### config.mk
export PLATFORM = sky130hd
export DESIGN_NAME = mem_host_loader
export DESIGN_NICKNAME = d
export VERILOG_FILES = /design/src/rtl/mem_host_loader.sv
export SDC_FILE = /design/constraint.sdc
export NUM_CORES = 1
export LEC_CHECK = 0
export ABC_AREA = 1
export CAP_MARGIN = 40
export CORE_ASPECT_RATIO = 0.9
export CORE_UTILIZATION = 42
export DETAILED_ROUTE_END_ITERATION = 10
export GPL_ROUTABILITY_DRIVEN = 0
export PLACE_DENSITY = 0.76
export REMOVE_ABC_BUFFERS = 1
export SYNTH_ARGS = -nofsm -noshare
export SYNTH_HDL_FRONTEND = slang
export SYNTH_SLANG_ARGS = --single-unit
### constraint.sdc
create_clock -name clk -period 1.8 [get_ports clk]
set_input_delay 0.54 -clock clk [delete_from_list [all_inputs] [get_ports clk]]
set_output_delay 0.54 -clock clk [all_outputs]
set_load 0.02 [all_outputs]
### src/rtl/mem_host_loader.sv
// mem_host_loader: host-side sequencer for the CPU's external memory ports.
// A run loads a program from a valid/ready word stream into instruction memory,
// holds cpu_enable for a programmed number of cycles, then streams data memory
// back out through a valid/ready output port. All outputs are registered.
module mem_host_loader #(
    parameter logic [63:0] IMEM_BASE = 64'h0,
    parameter logic [63:0] DMEM_BASE = 64'h0,
    parameter int          CNT_W     = 16,
    parameter int          READ_LAT  = 1
) (
    input  logic             clk,
    input  logic             srst,
    input  logic             start,
    input  logic [CNT_W-1:0] load_count,
    input  logic [31:0]      run_cycles,
    input  logic [CNT_W-1:0] dump_count,
    input  logic             s_valid,
    output logic             s_ready,
    input  logic [31:0]      s_data,
    output logic             m_valid,
    input  logic             m_ready,
    output logic [63:0]      m_data,
    output logic [63:0]      addr_ext,
    output logic             wen_ext,
    output logic             ren_ext,
    output logic [31:0]      wdata_ext,
    output logic [63:0]      addr_ext_2,
    output logic             wen_ext_2,
    output logic             ren_ext_2,
    output logic [63:0]      wdata_ext_2,
    input  logic [63:0]      rdata_ext_2,
    output logic             cpu_enable,
    output logic             busy,
    output logic             done
);

    // Wait counter must reach READ_LAT; one spare bit keeps the compare clean.
    localparam int                WAIT_W    = $clog2(READ_LAT + 1) + 1;
    localparam logic [WAIT_W-1:0] WAIT_LAST = WAIT_W'(READ_LAT);
    localparam logic [WAIT_W-1:0] WAIT_ONE  = WAIT_W'(1);
    localparam logic [WAIT_W-1:0] WAIT_ZERO = WAIT_W'(0);
    localparam logic [CNT_W-1:0]  CNT_ONE   = {{(CNT_W-1){1'b0}}, 1'b1};
    localparam logic [CNT_W-1:0]  CNT_ZERO  = {CNT_W{1'b0}};

    typedef enum logic [2:0] {
        ST_IDLE    = 3'd0,
        ST_LOAD    = 3'd1,
        ST_RUN     = 3'd2,
        ST_RD_REQ  = 3'd3,
        ST_RD_WAIT = 3'd4,
        ST_RD_OUT  = 3'd5,
        ST_FIN     = 3'd6
    } state_t;

    state_t state;
    state_t state_next;

    // Latched run parameters
    logic [CNT_W-1:0]  load_cnt_r;
    logic [31:0]       run_cnt_r;
    logic [CNT_W-1:0]  dump_cnt_r;

    // Phase progress counters
    logic [CNT_W-1:0]  load_idx_r;
    logic [31:0]       run_idx_r;
    logic [CNT_W-1:0]  dump_idx_r;
    logic [WAIT_W-1:0] wait_cnt_r;

    // Registered outputs
    logic [63:0]       addr_ext_r;
    logic              wen_ext_r;
    logic [31:0]       wdata_ext_r;
    logic [63:0]       addr_ext_2_r;
    logic              ren_ext_2_r;
    logic [63:0]       m_data_r;
    logic              m_valid_r;
    logic              cpu_enable_r;
    logic              busy_r;
    logic              done_r;

    // Decoded events
    logic              start_s;
    logic              load_hs_s;
    logic              load_last_s;
    logic              run_last_s;
    logic              wait_last_s;
    logic              dump_hs_s;
    logic              dump_last_s;

    // Instruction word i lives at IMEM_BASE + 4*i (index zero-extended, mod 2^64).
    function automatic logic [63:0] imem_addr(input logic [CNT_W-1:0] idx);
        logic [63:0] ext;
        ext             = 64'h0;
        ext[CNT_W-1:0]  = idx;
        return IMEM_BASE + (ext << 6'd2);
    endfunction

    // Data word j lives at DMEM_BASE + 8*j (index zero-extended, mod 2^64).
    function automatic logic [63:0] dmem_addr(input logic [CNT_W-1:0] idx);
        logic [63:0] ext;
        ext             = 64'h0;
        ext[CNT_W-1:0]  = idx;
        return DMEM_BASE + (ext << 6'd3);
    endfunction

    // First phase to enter once loading is over; zero counts skip their phase.
    function automatic state_t after_load(input logic [31:0] run_n,
                                          input logic [CNT_W-1:0] dump_n);
        state_t nxt;
        if (run_n != 32'd0) begin
            nxt = ST_RUN;
        end else if (dump_n != CNT_ZERO) begin
            nxt = ST_RD_REQ;
        end else begin
            nxt = ST_FIN;
        end
        return nxt;
    endfunction

    // Event decode from current state and handshakes
    always_comb begin
        start_s     = (state == ST_IDLE) && start;
        load_hs_s   = (state == ST_LOAD) && s_valid;
        load_last_s = load_hs_s && ((load_idx_r + CNT_ONE) == load_cnt_r);
        run_last_s  = (run_idx_r == run_cnt_r);
        wait_last_s = (wait_cnt_r == WAIT_LAST);
        dump_hs_s   = (state == ST_RD_OUT) && m_valid_r && m_ready;
        dump_last_s = ((dump_idx_r + CNT_ONE) == dump_cnt_r);
    end

    // State register
    always_ff @(posedge clk) begin
        if (srst) begin
            state <= ST_IDLE;
        end else begin
            state <= state_next;
        end
    end

    // Next-state logic
    always_comb begin
        state_next = state;
        case (state)
            ST_IDLE: begin
                if (start_s) begin
                    if (load_count != CNT_ZERO) begin
                        state_next = ST_LOAD;
                    end else begin
                        state_next = after_load(run_cycles, dump_count);
                    end
                end else begin
                    state_next = ST_IDLE;
                end
            end
            ST_LOAD: begin
                if (load_last_s) begin
                    state_next = after_load(run_cnt_r, dump_cnt_r);
                end else begin
                    state_next = ST_LOAD;
                end
            end
            ST_RUN: begin
                if (run_last_s) begin
                    state_next = (dump_cnt_r != CNT_ZERO) ? ST_RD_REQ : ST_FIN;
                end else begin
                    state_next = ST_RUN;
                end
            end
            ST_RD_REQ: begin
                state_next = ST_RD_WAIT;
            end
            ST_RD_WAIT: begin
                if (wait_last_s) begin
                    state_next = ST_RD_OUT;
                end else begin
                    state_next = ST_RD_WAIT;
                end
            end
            ST_RD_OUT: begin
                if (dump_hs_s) begin
                    state_next = dump_last_s ? ST_FIN : ST_RD_REQ;
                end else begin
                    state_next = ST_RD_OUT;
                end
            end
            ST_FIN: begin
                state_next = ST_IDLE;
            end
            default: begin
                state_next = ST_IDLE;
            end
        endcase
    end

    // Latch the run parameters when a run is accepted; start while busy is ignored
    always_ff @(posedge clk) begin
        if (srst) begin
            load_cnt_r <= CNT_ZERO;
            run_cnt_r  <= 32'd0;
            dump_cnt_r <= CNT_ZERO;
        end else if (start_s) begin
            load_cnt_r <= load_count;
            run_cnt_r  <= run_cycles;
            dump_cnt_r <= dump_count;
        end else begin
            load_cnt_r <= load_cnt_r;
            run_cnt_r  <= run_cnt_r;
            dump_cnt_r <= dump_cnt_r;
        end
    end

    // Load path: each accepted word becomes a one-cycle imem write next cycle
    always_ff @(posedge clk) begin
        if (srst) begin
            load_idx_r  <= CNT_ZERO;
            wen_ext_r   <= 1'b0;
            addr_ext_r  <= 64'h0;
            wdata_ext_r <= 32'h0;
        end else begin
            wen_ext_r <= load_hs_s;
            if (start_s) begin
                load_idx_r <= CNT_ZERO;
            end else if (load_hs_s) begin
                load_idx_r  <= load_idx_r + CNT_ONE;
                addr_ext_r  <= imem_addr(load_idx_r);
                wdata_ext_r <= s_data;
            end else begin
                load_idx_r <= load_idx_r;
            end
        end
    end

    // Run path: enable lags the RUN state by one cycle so it never meets the last write
    always_ff @(posedge clk) begin
        if (srst) begin
            run_idx_r    <= 32'd0;
            cpu_enable_r <= 1'b0;
        end else begin
            cpu_enable_r <= (state == ST_RUN) && !run_last_s;
            if (start_s) begin
                run_idx_r <= 32'd0;
            end else if ((state == ST_RUN) && !run_last_s) begin
                run_idx_r <= run_idx_r + 32'd1;
            end else begin
                run_idx_r <= run_idx_r;
            end
        end
    end

    // Dump path: request, wait out the read latency, capture, hold until accepted
    always_ff @(posedge clk) begin
        if (srst) begin
            dump_idx_r   <= CNT_ZERO;
            wait_cnt_r   <= WAIT_ZERO;
            ren_ext_2_r  <= 1'b0;
            addr_ext_2_r <= 64'h0;
            m_data_r     <= 64'h0;
            m_valid_r    <= 1'b0;
        end else begin
            ren_ext_2_r <= (state == ST_RD_REQ);
            case (state)
                ST_IDLE: begin
                    if (start_s) begin
                        dump_idx_r <= CNT_ZERO;
                    end else begin
                        dump_idx_r <= dump_idx_r;
                    end
                end
                ST_RD_REQ: begin
                    addr_ext_2_r <= dmem_addr(dump_idx_r);
                    wait_cnt_r   <= WAIT_ZERO;
                end
                ST_RD_WAIT: begin
                    if (wait_last_s) begin
                        m_data_r  <= rdata_ext_2;
                        m_valid_r <= 1'b1;
                    end else begin
                        wait_cnt_r <= wait_cnt_r + WAIT_ONE;
                    end
                end
                ST_RD_OUT: begin
                    if (dump_hs_s) begin
                        m_valid_r  <= 1'b0;
                        dump_idx_r <= dump_idx_r + CNT_ONE;
                    end else begin
                        m_valid_r <= m_valid_r;
                    end
                end
                default: begin
                    m_valid_r <= 1'b0;
                end
            endcase
        end
    end

    // Run status: busy from the cycle after start, done pulses as busy drops
    always_ff @(posedge clk) begin
        if (srst) begin
            busy_r <= 1'b0;
            done_r <= 1'b0;
        end else begin
            busy_r <= (state_next != ST_IDLE);
            done_r <= (state == ST_FIN);
        end
    end

    assign s_ready     = (state == ST_LOAD);
    assign m_valid     = m_valid_r;
    assign m_data      = m_data_r;
    assign addr_ext    = addr_ext_r;
    assign wen_ext     = wen_ext_r;
    assign ren_ext     = 1'b0;
    assign wdata_ext   = wdata_ext_r;
    assign addr_ext_2  = addr_ext_2_r;
    assign wen_ext_2   = 1'b0;
    assign ren_ext_2   = ren_ext_2_r;
    assign wdata_ext_2 = 64'h0;
    assign cpu_enable  = cpu_enable_r;
    assign busy        = busy_r;
    assign done        = done_r;

endmodule

Word-level counts from Yosys, hierarchy flattened
Index checks and enable logic that the tools add are counted.
- word-level logic and storage cells: 81
- output and inout port bits: 297
- register bits: 267
- bitwise operators: 2
- $add $sub $neg: 4
- multiplexer cells: 20
- eq/ne operators: 14
- reductions and logical operators: 23
- operators with widths (kind ; count):
    32-bit nonzero test ; 2
    16-bit nonzero test ; 3
    16-bit by 1-bit adder with 16-bit output (second input constant) ; 2
    32-bit by 1-bit adder with 32-bit output (second input constant) ; 1
    16-bit == test ; 2
    32-bit == test ; 1
    16-bit two-way mux ; 2
    16-bit one-hot mux with 2 select lines ; 1
    3-bit two-way mux ; 10
    3-bit one-hot mux with 6 select lines ; 1
    3-bit == test (second input constant) ; 3
    2-bit inequality test (second input constant) ; 4
    3-bit by 2-bit == test with 1-bit output (second input constant) ; 2
    1-bit logical AND ; 6
    2-bit AND reduction ; 3
    3-bit AND reduction ; 2
    2-bit one-hot mux with 2 select lines ; 1
    2-bit nonzero test ; 2
    2-bit OR reduction ; 2
    3-bit by 1-bit == test with 1-bit output (second input constant) ; 1
    3-bit logical NOT ; 1
    1-bit two-way mux ; 3
    1-bit one-hot mux with 3 select lines ; 1
    3-bit nonzero test ; 1
    other kinds (5) ; 6

Logic depth before layout (Yosys ltp)
Gate-level depths: netlist (run 1).
- depth in word-level cells: 7
- gate-level depth with buffers: 17
- depth with buffers taken out: 17

Worst setup path after synthesis (run 1)
No wires, ideal clock.
- kind: reg2reg
- start point: register load_idx_r[1]
- end point: register busy_r, in the netlist busy
- setup time: 113 ps
- arrival: 1721 ps
- stages on the path, launching flop included: 15
- setup slack: -34 ps
- data required time: 1687 ps
- cells stage by stage: dfxtp_1 -> ha_1 -> nand2_1 -> nor2_4 -> nand2_2 -> nor2_1 -> xnor3_1 -> nand2_1 -> nor2_2 -> nand2_1 -> nand2_1 -> nor2_1 -> nand3_1 -> nand2_1 -> nand2_1
- longest elaborated chain between the ends: 6
- RTL lines (item ; RTL line ; text):
    start: declaration ; 64 ; logic [CNT_W-1:0] load_idx_r;
    start signal: assignment ; 224 ; load_idx_r <= load_idx_r + CNT_ONE;
    start signal: assignment ; 228 ; load_idx_r <= load_idx_r;
    16-bit by 1-bit adder with 16-bit output ; 124 ; load_last_s = load_hs_s && ((load_idx_r + CNT_ONE) == load_cnt_r);
    16-bit == test ; 124 ;
    1-bit logical AND ; 124 ;
    3-bit two-way mux ; 156 ; if (load_last_s) begin
    3-bit one-hot mux with 6 select lines ; 143 ; case (state)
    3-bit nonzero test ; 302 ; busy_r <= (state_next != ST_IDLE);
    end signal: assignment ; 302 ;
    end: declaration ; 78 ; logic busy_r;
Every way passes these cells.
A chain may end at the register's enable or synchronous reset.

Final worst setup path (run 1)
- start point: register dump_idx_r[1]
- end point: register busy_r, in the netlist busy
- longest elaborated chain between the ends: 6
- RTL lines (item ; RTL line ; text):
    start: declaration ; 66 ; logic [CNT_W-1:0] dump_idx_r;
    start signal: assignment ; 266 ; dump_idx_r <= dump_idx_r;
    start signal: assignment ; 284 ; dump_idx_r <= dump_idx_r + CNT_ONE;
    16-bit by 1-bit adder with 16-bit output ; 128 ; dump_last_s = ((dump_idx_r + CNT_ONE) == dump_cnt_r);
    16-bit == test ; 128 ;
    3-bit two-way mux ; 181 ; state_next = dump_last_s ? ST_FIN : ST_RD_REQ;
    3-bit two-way mux ; 180 ; if (dump_hs_s) begin
    3-bit one-hot mux with 6 select lines ; 143 ;
    3-bit nonzero test ; 302 ;
Every way passes these cells.

==> impl_metrics.env, run 1 <==
export IMPL_outcome="finished, violations left"
export IMPL_violations="setup timing"
export IMPL_cap_violations=0
export IMPL_die_h_um=172
export IMPL_cp_end_kind="flip-flop"
export IMPL_synth_edf_count=0
export IMPL_rrSetupSlack_ns=-0.28
export IMPL_pre_cts_ws_ns=-0.680
export IMPL_worst_slew_pin_slew_ns=0.605
export IMPL_n_fill_cell=2551
export IMPL_place_area_um2=18000
export IMPL_finalNonFillerCells=2854
export IMPL_fin_crit_sh=1.16
export IMPL_antenna_cells=0
export IMPL_powerDensity_nw_per_um2=733
export IMPL_cts_tree="yes"
export IMPL_final_cell_area_um2=19700
export IMPL_p_total_w=0.0144
export IMPL_antenna_found_initial=0
export IMPL_io_buffers=299
export IMPL_critical_path_class="reg2reg"
export IMPL_cp_arrival_ns=2.53
export IMPL_routed_wl_um=43100
export IMPL_setup_violations=13
export IMPL_design_die_area_um2=32800
export IMPL_fin_util=0.631
export IMPL_slew_headroom=0.597
export IMPL_dpl_cell_count=2785
export IMPL_vias=14200
export IMPL_nets=2592
export IMPL_first_pass_iters=8
export IMPL_post_route_min_period_ns=2.08
export IMPL_synth_ff_type="dfxtp_1"
export IMPL_syn_area_per_cell_um2=7.00
export IMPL_setup_ws_ns=-0.279
export IMPL_whs_endpoint="m_data[1]"
export IMPL_grt_setup_unrepaired="yes"
export IMPL_netlist_area_um2=13500
export IMPL_ys_types=38
export IMPL_synth_compound_gate_area_share=0.133
export IMPL_async_flop_share=0
export IMPL_min_delay_path_depth=2
export IMPL_ctsHtreeMaxLevel=1
export IMPL_cts_root_buf="clkbuf_16"
export IMPL_ant_nets=0
export IMPL_ir_drop_mv=0.675
export IMPL_clock_latency_ns=0.56
export IMPL_hold_buffers=0
export IMPL_r2r_start="dump_idx_r[1]"
export IMPL_ioPinCount=462
export IMPL_rows=61
export IMPL_reg2reg_depth=16
export IMPL_r2r_end="busy"
export IMPL_crit_fanout=8
export IMPL_cts_buffer_depth=3
export IMPL_ys_seq_area_frac=0.397
export IMPL_drc=0
export IMPL_grt_overflow=0
export IMPL_synthAdderAreaFrac=0.00372
export IMPL_fp_dieW_um=191
export IMPL_p_leak_nw=8.54
export IMPL_slew_violations=0
export IMPL_synth_top_family_by_area="simple AND/OR/NAND/NOR gates"
export IMPL_grt_max_degree=112
export IMPL_hold_violations=0
export IMPL_synthMuxAreaShare=0
export IMPL_synth_simple_area_share=0.273
export IMPL_drt_initial_drc_count=968
export IMPL_synthToLayoutAreaGrowth_pct=46.4
export IMPL_ys_warnings_count=0
export IMPL_grt_pass1_vias=13200
export IMPL_core_area_um2=31200
export IMPL_dp_hpwl_um=30700
export IMPL_cts_sinks=267
export IMPL_syn_inst=1923
export IMPL_drive_gt1_frac=0.215
export IMPL_grt_pass1_wl_um=65100
export IMPL_clock_skew_ns=0.0145
export IMPL_cts_buffers=29
export IMPL_ys_ff_latch=267
export IMPL_crit_required_ns=2.25
export IMPL_hold_path_class="reg2reg"
export IMPL_critPathLaunchType="flip-flop"
export IMPL_start_util=0.431
export IMPL_synthXorXnorAreaFrac=0.0391
export IMPL_wl_per_cell_um=15.1
export IMPL_routed_via_density=4.96
export IMPL_min_from="m_data[1]"
export IMPL_clk_pin_slew_ns=0.06
export IMPL_max_freq_mhz=481
export IMPL_grt_usage=0.244
## cell type report
type / instances / area [µm²] / share of cell area
multi-input combinational: 1433 / 7270 / 0.369
timing repair buffer: 558 / 5060 / 0.257
tap: 409 / 512 / 0.0260
inverter: 134 / 519 / 0.0263
clock buffer: 38 / 820 / 0.0416
clock inverter: 15 / 145 / 0.00736
sequential: 267 / 5380 / 0.273
## per-stage QoR
step / TNS (ns) / hold slack, ns
floorplan: -395.68 / 0.435
global placement: -21.36 / 0.447
detailed placement: -25.31 / 0.452
CTS: -1.01 / 0.459
global route: -3.55 / 0.470
finish: -1.05 / 0.458
## synthesized netlist by cell type, drive strengths merged (2+ instances only)
master  instances  area, µm²
a21oi         217       1090
a31oi           2       12.5
buf           172       1270
clkbuf         78        299
clkinv          3       11.3
dfxtp         267       5350
ha              4       50.1
inv           131        492
nand2         430       1630
nand3         152        766
nand3b          2       15.0
nand4          36        225
nor2          192        783
nor3           23        120
nor4           19        119
o211ai          3       22.5
o21ai         129        653
or2             2       12.5
xnor2          34        298
xnor3           2       45.0
xor2           21        184
## worst max path at each step
stage                         startpoint       endpoint  slack (ns)  cells after the start
after global placement    dump_count[15]           busy       -0.61                     13
after detailed placement  dump_count[15]           busy       -0.68                     13
after floorplan                 state[2]  dump_idx_r[0]       -2.67                      6
final                      dump_idx_r[1]           busy       -0.28                     16
after global routing       dump_idx_r[0]           busy       -0.39                     14
after CTS                  dump_idx_r[1]           busy       -0.29                     16
## flip-flops by register name (all words and copies together), names as in the netlist
signal,count
m_data,64
run_cnt_r,32
run_idx_r,32
wdata_ext,32
addr_ext,16
addr_ext_2,16
dump_cnt_r,16
dump_idx_r,16
load_cnt_r,16
load_idx_r,16
state,3
wait_cnt_r,2
busy,1
cpu_enable,1
done,1
m_valid,1
ren_ext_2,1
wen_ext,1
## repair_timing
action                                  in CTS  in global routing
setup buffers                                3                 15
pin swaps                                   20                 47
resized for setup                          234                235
endpoints found under the setup margin     165                144
gates cloned                                 0                  2
## report_power, final
group	switching [W]	total, W	internal (W)
registers	0.000130	0.00625	0.00612
clock network	0.00255	0.00604	0.00350
logic	0.00125	0.00216	0.000906
## kinds of logic (layout without fill, tap and decap cells)
logic type,count (synthesis),in the layout
xor gates and xnor gates,57,57
other,1,162
DFF,267,267
adders and majority gates,4,4
and+or+nand+nor,857,857
AOI/OAI and AO/OA,353,353
buffers and inverters,384,745
## worst max-delay path: stages (launching register included)
cell	delay [ns]
dfxtp_2	0.35
buf_4	0.13
nand2_2	0.06
nor2_4	0.13
buf_12	0.14
buf_4	0.12
nand3_1	0.09
nand3_1	0.11
nand2_1	0.05
inv_1	0.05
nand3_1	0.09
nor3_2	0.20
nand2_2	0.11
a21oi_2	0.15
nand3_1	0.09
nand2_1	0.06
nand2_1	0.05
## cell usage in the layout, fill, tap and decap left out, drive strengths merged, types with 21 or more instances in the layout
master	count
nand2	430
dfxtp	267
buf	259
a21oi	217
nor2	192
clkdlybuf4s50	163
conb	162
nand3	152
inv	133
o21ai	129
clkdlybuf4s15	72
clkbuf	61
dlygate4sd2	41
nand4	36
xnor2	34
nor3	23
xor2	21
## metal layers
metal	GRT usage	share of wire	wire, µm
met5	0	0	0
met2	0.425	0.49	21200
met1	0.296	0.40	17300
met3	0.0548	0.075	3220
met4	0.0821	0.032	1390
Note: power is estimated with default switching activity, not from simulation.
==> run 2, diff against run 1 <==
- SLEW_MARGIN: not set -> 20
==> results of run 2 <==
Final layout, timing and power as in run 1 (identical DEF).
==> run 3, diff against run 2 <==
- CAP_MARGIN: 40 -> not set
==> results of run 3 <==
Final layout, timing and power as in run 1 (identical DEF).
